<file path="config.mk">
export PLATFORM = sky130hd
export DESIGN_NAME = param_updn_counter_flat
export DESIGN_NICKNAME = d
export VERILOG_FILES = /design/src/rtl/param_updn_counter_if.sv /design/src/rtl/param_updn_counter.sv /design/src/flat_wrapper.sv
export SDC_FILE = /design/constraint.sdc
export NUM_CORES = 1
export LEC_CHECK = 0
export CAP_MARGIN = 20
export CORE_MARGIN = 2
export CORE_UTILIZATION = 30
export DETAILED_ROUTE_END_ITERATION = 8
export GPL_TIMING_DRIVEN = 1
export SLEW_MARGIN = 10
export SYNTH_ARGS = -nofsm -noshare
export SYNTH_HDL_FRONTEND = slang
export SYNTH_SLANG_ARGS = --single-unit
</file>
<file path="constraint.sdc">
create_clock -name clk -period 1.49 [get_ports clk]
set_input_delay 0.149 -clock clk [delete_from_list [all_inputs] [get_ports clk]]
set_output_delay 0.149 -clock clk [all_outputs]
set_load 0.01 [all_outputs]
</file>
<file path="src/rtl/param_updn_counter_if.sv">
// Bus bundle for param_updn_counter: count controls in, count and status flags out.
// The master drives the controls; the counter itself is the slave.
interface param_updn_counter_if #(
  parameter int WIDTH = 4
);
  logic             start;
  logic             ci;
  logic             up_dn;
  logic             clr;
  logic             load;
  logic [WIDTH-1:0] load_val;
  logic [WIDTH-1:0] q;
  logic             tc;
  logic             co;
  logic             ov;
  logic             sat;

  modport master (
    output start, ci, up_dn, clr, load, load_val,
    input  q, tc, co, ov, sat
  );

  modport slave (
    input  start, ci, up_dn, clr, load, load_val,
    output q, tc, co, ov, sat
  );
endinterface

</file>
<file path="src/rtl/param_updn_counter.sv">
// Cascadable modulo-(MAX+1) up/down counter with clamped load, wrap or saturate mode,
// one-cycle wrap pulse and sticky saturation flag.
module param_updn_counter #(
  parameter int WIDTH = 4,
  parameter int MAX   = 9,
  parameter int MODE  = 0
) (
  input  logic                 clk,
  input  logic                 rst,
  param_updn_counter_if.slave  bus
);

  generate
    if ((WIDTH < 1) || (MAX < 1) ||
        (longint'(MAX) > ((64'sd1 <<< WIDTH) - 64'sd1)) ||
        ((MODE != 0) && (MODE != 1))) begin : g_bad_params
      $error("param_updn_counter: illegal WIDTH/MAX/MODE combination");
    end
  endgenerate

  localparam logic [WIDTH-1:0] MAX_C  = WIDTH'(MAX);
  localparam logic [WIDTH-1:0] ZERO_C = {WIDTH{1'b0}};
  localparam logic [WIDTH-1:0] ONE_C  = WIDTH'(1);
  localparam bit               WRAP_C = (MODE == 0);

  logic [WIDTH-1:0] q_q, q_d;
  logic             ov_q, ov_d;
  logic             sat_q, sat_d;
  logic             step_s;
  logic             at_top_s;
  logic             at_bot_s;
  logic             tc_s;

  assign step_s   = bus.start & bus.ci & ~bus.clr & ~bus.load;
  assign at_top_s = (q_q == MAX_C);
  assign at_bot_s = (q_q == ZERO_C);

  // Next-state: clr beats load beats step; boundary handling depends on MODE.
  always_comb begin
    q_d   = q_q;
    ov_d  = 1'b0;
    sat_d = sat_q;
    if (bus.clr) begin
      q_d   = ZERO_C;
      sat_d = 1'b0;
    end else if (bus.load) begin
      q_d   = (bus.load_val > MAX_C) ? MAX_C : bus.load_val;
      sat_d = 1'b0;
    end else if (step_s) begin
      if (bus.up_dn) begin
        if (!at_top_s) begin
          q_d = q_q + ONE_C;
        end else if (WRAP_C) begin
          q_d  = ZERO_C;
          ov_d = 1'b1;
        end else begin
          sat_d = 1'b1;
        end
      end else begin
        if (!at_bot_s) begin
          q_d = q_q - ONE_C;
        end else if (WRAP_C) begin
          q_d  = MAX_C;
          ov_d = 1'b1;
        end else begin
          sat_d = 1'b1;
        end
      end
    end else begin
      q_d = q_q;
    end
  end

  // State registers with synchronous active-low reset.
  always_ff @(posedge clk) begin
    if (!rst) begin
      q_q   <= ZERO_C;
      ov_q  <= 1'b0;
      sat_q <= 1'b0;
    end else begin
      q_q   <= q_d;
      ov_q  <= ov_d;
      sat_q <= sat_d;
    end
  end

  // tc and co stay combinational so a cascade chain adds no latency.
  assign tc_s    = (bus.up_dn & at_top_s) | (~bus.up_dn & at_bot_s);
  assign bus.q   = q_q;
  assign bus.tc  = tc_s;
  assign bus.co  = tc_s & bus.start & bus.ci;
  assign bus.ov  = ov_q;
  assign bus.sat = sat_q;

endmodule

</file>
<file path="src/flat_wrapper.sv">
// flat-port wrapper written by rule: the top's interface ports become plain ports
module param_updn_counter_flat 
#(
  parameter int WIDTH = 4,
  parameter int MAX   = 9,
  parameter int MODE  = 0
)
  (clk, rst, bus_start, bus_ci, bus_up_dn, bus_clr, bus_load, bus_load_val, bus_q, bus_tc, bus_co, bus_ov, bus_sat);
  param_updn_counter_if #(.WIDTH(WIDTH)) bus_i ();
  input  logic clk;
  input  logic rst;
  input wire logic [$bits(bus_i.start)-1:0] bus_start;
  input wire logic [$bits(bus_i.ci)-1:0] bus_ci;
  input wire logic [$bits(bus_i.up_dn)-1:0] bus_up_dn;
  input wire logic [$bits(bus_i.clr)-1:0] bus_clr;
  input wire logic [$bits(bus_i.load)-1:0] bus_load;
  input wire logic [$bits(bus_i.load_val)-1:0] bus_load_val;
  output wire logic [$bits(bus_i.q)-1:0] bus_q;
  output wire logic [$bits(bus_i.tc)-1:0] bus_tc;
  output wire logic [$bits(bus_i.co)-1:0] bus_co;
  output wire logic [$bits(bus_i.ov)-1:0] bus_ov;
  output wire logic [$bits(bus_i.sat)-1:0] bus_sat;
  assign bus_i.start = bus_start;
  assign bus_i.ci = bus_ci;
  assign bus_i.up_dn = bus_up_dn;
  assign bus_i.clr = bus_clr;
  assign bus_i.load = bus_load;
  assign bus_i.load_val = bus_load_val;
  assign bus_q = bus_i.q;
  assign bus_tc = bus_i.tc;
  assign bus_co = bus_i.co;
  assign bus_ov = bus_i.ov;
  assign bus_sat = bus_i.sat;
  param_updn_counter #(.WIDTH(WIDTH), .MAX(MAX), .MODE(MODE)) u_core (.clk(clk), .rst(rst), .bus(bus_i));
endmodule
</file>
==> metrics.csv, run 1 <==
stage,metric,value,unit
grt,track_usage,15.00,%
synthesis,synth_edf_count,0,
grt,grt_first_pass_wirelength,2049,µm
flow_run,drv_cap,0,
final_layout,register_area,105.1,µm²
synthesis,synth_top_area_share,22.35,%
die,coreArea,1350,µm²
worst_setup_path,end_kind,output port,
die,die_h,42.64,µm
placed_design,portBuffers,17,
clock_tree,clock_latency,240,ps
final_layout,nNetsFinal,99,
power,power_density,617.9,nW/µm²
route,dr.pass1.iters,4,
clock_tree,clk_pin_slew,50,ps
die,dieArea,1818,µm²
route,avgViaCountPerCell,5.147,
worst_setup_path,worst-setup-path-type,flop to output port,
synthesis,synth.avg_cell_area,7.858,µm²
die,pin_count,19,
final_layout,layout-drive-gt1-share,36.78,%
route,antenna_left,0,
final_layout,utilization,55.42,%
route,routedWlPerCell,11.55,µm
synthesis,ys_ff_latch,5,
synthesis,async_reset_ff_share,0,%
route,routed_wl,1178,µm
synthesis,synth_fp_nets,68,
timing,fin_crit,1496,ps
clock_tree,cts.path.max_buffers,2,
power,ir_worst_vdd,0.0006335,V
power,power,462.3,µW
worst_setup_path,cp.required,1340,ps
status,violations,setup timing,
clock_tree,cts_tree,yes,
grt,grt_max_degree,10,
clock_tree,postCtsHoldBufs,0,
synthesis,syn_area,447.9,µm²
worst_setup_path,critical_path.max_fanout,5,
clock_tree,htree_levels,1,
timing,hold_violations,0,
worst_setup_path,critPathLaunchType,flop,
synthesis,synth-main-ff-cell,dfxtp_1,
grt,overflow,0,
final_layout,num_antenna_cells,0,
timing,fin_hold_ws,505.2,ps
placed_design,gp_congestion,0.7937,
timing,fin_setup_tns,-11.13,ps
synthesis,ys_types,31,
timing,period_share,100.4,%
timing,rsz0062_at_grt,yes,
synthesis,seq_area_frac_synth,22.35,%
final_layout,multi_input_area,309.0,µm²
status,run_status,"finished, violations left",
placed_design,post-dp-hpwl,889.7,µm
worst_setup_path,crit_arrival,1350,ps
final_layout,area_delta_synth_final,67.04,%
die,fp.dieW,42.64,µm
route,drt_iter0_drc,12,
clock_tree,numCtsBuffers,3,
final_layout,fillers,134,
route,route.detailed.drc,0,
synthesis,synthCells,57,
timing,max_freq,0.6684,GHz
timing,timing.final.max_slew_violations,0,
synthesis,ys_warn_count,0,
worst_setup_path,rrSetupSlack,0,ps
power,p_leak,0.2958,nW
timing,fin_ws,-6.144,ps
worst_hold_path,hp-class,primary input to flop,
die,num_rows,13,
die,initial_core_util,33.18,%
grt,antenna_found_initial,0,
grt,grt_pass1_vias,486,
timing,clock_skew,3.297,ps
route,vias,525,
synthesis,ys_top_cells_by_area,"dfxtp_1 22%, buf_6 10%, inv_1 4.2%",
clock_tree,clock_sinks,5,
synthesis,synth.largest_area_cell,dfxtp_1,
clock_tree,clock-root-buffer,clkbuf_4,
final_layout,final_cell_mix,"14 x clkdlybuf4s50_1, 14 x buf_4, 5 x nand2_1",
timing,finalSetupViolCount,2,
[timing repair]
| action | 4_1_cts | 5_1_grt |
|---|---|---|
| resized for setup | 12 | 8 |
| pin swaps | 4 | 1 |
| setup buffers | 4 | 0 |
| endpoints found under the setup margin | 3 | 3 |
[per-stage QoR]
stage	area, µm²	std cells	setup slack [ps]
6_report	748.2	102	-6.144
5_1_grt	748.2	102	-74.98
4_1_cts	716.9	102	8.183
3_5_place_dp	661.9	94	-401.4
2_1_floorplan	450.4	57	8.502
3_3_place_gp	661.9	94	-374.0
[cell usage after synthesis (2+ instances only)]
cell,count
nor2_1,3
buf_6,4
o21ai_0,3
o211ai_1,2
nor3_1,3
a21oi_1,2
inv_1,5
xnor2_1,2
nand2_1,5
nor4_1,3
dfxtp_1,5
[critical path: stages (launching register included)]
cell and delay, ps:
dfxtp_4 360, and3_4 140, o211ai_1 260, buf_4 180, nor2_2 30, buf_2 130
[cell families after synthesis]
kind of cell	synth area share [%]
simple gates	32.13
compound gates	22.91
buf+inv	15.92
flops	22.35
xor+xnor	5.867
other cells	0.8372
[final timing paths]
check                        from              end  depth (start not counted)
setup / recovery  u_core.bus.q[0]           bus_co                          5
hold / removal    bus_load_val[2]  u_core.bus.q[2]                          3
setup reg to reg  u_core.bus.q[0]  u_core.bus.q[3]                          4
hold reg to reg   u_core.bus.q[2]  u_core.bus.q[2]                          4
[where the power goes]
part	internal, mW	switching (mW)
registers	0.139	0.00536
clock network	0.101	0.0553
logic	0.0942	0.0672
[registers in the layout, indices dropped and copies added, names as in the netlist]
name and cells:
u_core.bus.q 4, u_core.bus.ov 1
[area by class of cell]
class / instances / area share (%)
Multi-Input combinational cell: 42 / 41.30
Timing Repair Buffer: 31 / 36.12
Sequential cell: 5 / 14.05
Clock buffer: 4 / 3.512
Inverter: 5 / 2.508
Tap cell: 15 / 2.508
[metal layers]
| layer | vias up | track usage [%] | routed length, µm | part of all wire [%] |
|---|---|---|---|---|
| li1 | 268 | - | - | - |
| met1 | 232 | 18.30 | 528 | 45 |
| met2 | 25 | 23.94 | 585 | 50 |
| met3 | 0 | 7.759 | 63 | 5.3 |
| met4 | 0 | 1.875 | 0 | 0 |
| met5 | - | 0 | 0 | 0 |
Power figures use the tool's default switching activity.
==> run 2, diff against run 1 <==
CORE_MARGIN = 8   (was 2)
GPL_ROUTABILITY_DRIVEN = 0   (was unset)
==> run 2 against run 1 <==
- the run now ends clean
- clock skew is 0.97 ps higher
- clock power is essentially flat
- total power is 0.98% lower
- sequential cell count stayed put
- critical path depth fell by 1
- register-to-register slack hardly changed
- critical path type is now flop to flop
- via count increased by 2.1%
- combinational power fell by 3%
- sequential share of layout area barely moved
- global-route usage shrank 5.2 points
- die area increased by 64%
==> metrics.csv, run 2 (synthesis gave the netlist of run 1 again) <==
stage,metric,value,unit
route,antenna_left,0,
worst_setup_path,crit_arrival,1620,ps
clock_tree,clk_pin_slew,50,ps
worst_setup_path,rr_startpoint,u_core.bus.q[3],
worst_setup_path,rrSetupSlack,5,ps
die,num_rows,14,
die,initial_core_util,30.81,%
worst_setup_path,path_cells,or4_4 > a21oi_2 > nor4_1 > a2111oi_2,
power,p_leak,0.3221,nW
worst_setup_path,critPathLaunchType,flop,
placed_design,place_worst_setup_slack,-388.4,ps
route,routedWlPerCell,12.51,µm
final_layout,fillers,150,
final_layout,num_antenna_cells,0,
route,drt_iter0_drc,8,
timing,fin_ws,5.421,ps
status,run_status,completed,
clock_tree,clock_sinks,5,
clock_tree,clock_latency,240,ps
placed_design,postPlaceCellArea,678.2,µm²
timing,fin_setup_tns,0,ps
flow_run,drv_cap,0,
worst_setup_path,critPathSlowestCell,or4_4,
worst_setup_path,critical_path.max_fanout,7,
power,clock_power_share,34.3,%
final_layout,area_delta_synth_final,67.32,%
route,avgViaCountPerCell,5.154,
timing,period_share,99.64,%
clock_tree,cts_tree,yes,
placed_design,post-dp-hpwl,1071,µm
clock_tree,clock-root-buffer,clkbuf_4,
placed_design,portBuffers,17,
worst_setup_path,cp_slowest_stage_delay,530,ps
grt,grt_first_pass_wirelength,2152,µm
clock_tree,numCtsBuffers,3,
worst_setup_path,r2r_cells,4,
power,ir_worst_vdd,0.0003421,V
final_layout,nNetsFinal,100,
route,vias,536,
final_layout,layout-drive-gt1-share,34.09,%
die,fp.dieW,54.64,µm
timing,max_freq,0.6736,GHz
power,p_switching,125.9,µW
die,coreArea,1454,µm²
power,pwr-share-seq,31.6,%
placed_design,place_inst,97,
timing,timing.final.max_slew_violations,0,
timing,hold_violations,0,
grt,antenna_found_initial,0,
die,dieArea,2986,µm²
final_layout,largest_register_ffs,4,
power,p_int,331.8,µW
worst_setup_path,end_kind,flop,
worst_setup_path,worst-setup-path-type,flop to flop,
die,die_h,54.64,µm
final_layout,stdcell_area,749.5,µm²
route,dr.pass1.iters,5,
worst_hold_path,min_delay_path_depth,3,
route,routed_wl,1301,µm
worst_hold_path,hp-class,primary input to flop,
timing,rsz0062_at_grt,yes,
grt,overflow,0,
timing,clock_skew,4.265,ps
final_layout,fin_cells,104,
die,pin_count,19,
final_layout,final_cell_mix,"15 x buf_4, 13 x clkdlybuf4s50_1, 5 x inv_1, 5 x nand2_1",
grt,grt_pass1_vias,529,
timing,finalSetupViolCount,0,
power,power,457.8,µW
grt,grt_max_degree,8,
power,swShare,27.51,%
worst_setup_path,worstReg2RegEnd,u_core.bus.q[3],
timing,fin_crit,1485,ps
grt,track_usage,9.800,%
worst_hold_path,min_from,bus_load_val[2],
route,route.detailed.drc,0,
clock_tree,cts.path.max_buffers,2,
worst_hold_path,hold_end,u_core.bus.q[2],
power,power_density,610.8,nW/µm²
final_layout,final_common_cell,buf_4,
worst_setup_path,cp.required,1620,ps
clock_tree,htree_levels,1,
clock_tree,postCtsHoldBufs,0,
power,power_frac_comb,34.1,%
==> run 2: worst max path at each step <==
| stage | start | end | slack [ps] | cells past startpoint |
|---|---|---|---|---|
| 2_1_floorplan | u_core.bus.q[1] | u_core.bus.q[3] | 9 | 4 |
| 3_3_place_gp | bus_up_dn | bus_co | -390 | 5 |
| 3_5_place_dp | bus_up_dn | bus_co | -390 | 5 |
| 4_1_cts | u_core.bus.q[3] | bus_co | 4 | 5 |
| 5_1_grt | u_core.bus.q[3] | bus_co | -50 | 5 |
| 6_report | u_core.bus.q[3] | u_core.bus.q[3] | 5 | 4 |
==> run 2: worst max-delay path, delay by kind of cell (launching register included) <==
kind / cells / cell delay (ps)
flip-flops: 1 / 360
AND/OR/NAND/NOR: 2 / 600
AO/OA/AOI/OAI: 2 / 420
==> run 2: routing by layer <==
layer / global-route usage (%) / wire length (µm)
met2: 16.79 / 626
met4: 5.738 / 42
met5: 0 / 0
met1: 9.677 / 512
met3: 4.076 / 120
==> run 2: stage by stage <==
stage                     hold WS (ps)  util, %
after global routing             540.8    51.55
final                            542.6    51.55
after detailed placement         629.7    46.64
after CTS                        514.1    49.74
after global placement           628.1    46.64
after floorplan                  299.4        -
==> run 2: area by class of cell <==
type | count | area (µm²) | share of cell area [%]
Clock buffer | 4 | 26.28 | 3.506
Tap cell | 16 | 20.02 | 2.671
Multi-Input combinational cell | 42 | 305.3 | 40.73
Sequential cell | 5 | 105.1 | 14.02
Timing Repair Buffer | 32 | 274.0 | 36.56
Inverter | 5 | 18.77 | 2.504
==> run 2: timing repair <==
item | 4_1_cts | 5_1_grt
setup endpoints to repair | 3 | 4
cloned | 0 | 0
resized for setup | 10 | 6
pin swaps | 4 | 2
hold endpoints to repair | 0 | 0
buffers inserted | 2 | 1
==> run 2: power groups by stage <==
stage	combinational, mW	clock, mW	sequential [mW]
5_1_grt	0.170	0.176	0.145
3_5_place_dp	0.141	0	0.147
2_1_floorplan	0.0713	0	0.150
3_3_place_gp	0.141	0	0.148
4_1_cts	0.149	0.163	0.144
6_report	0.156	0.157	0.145
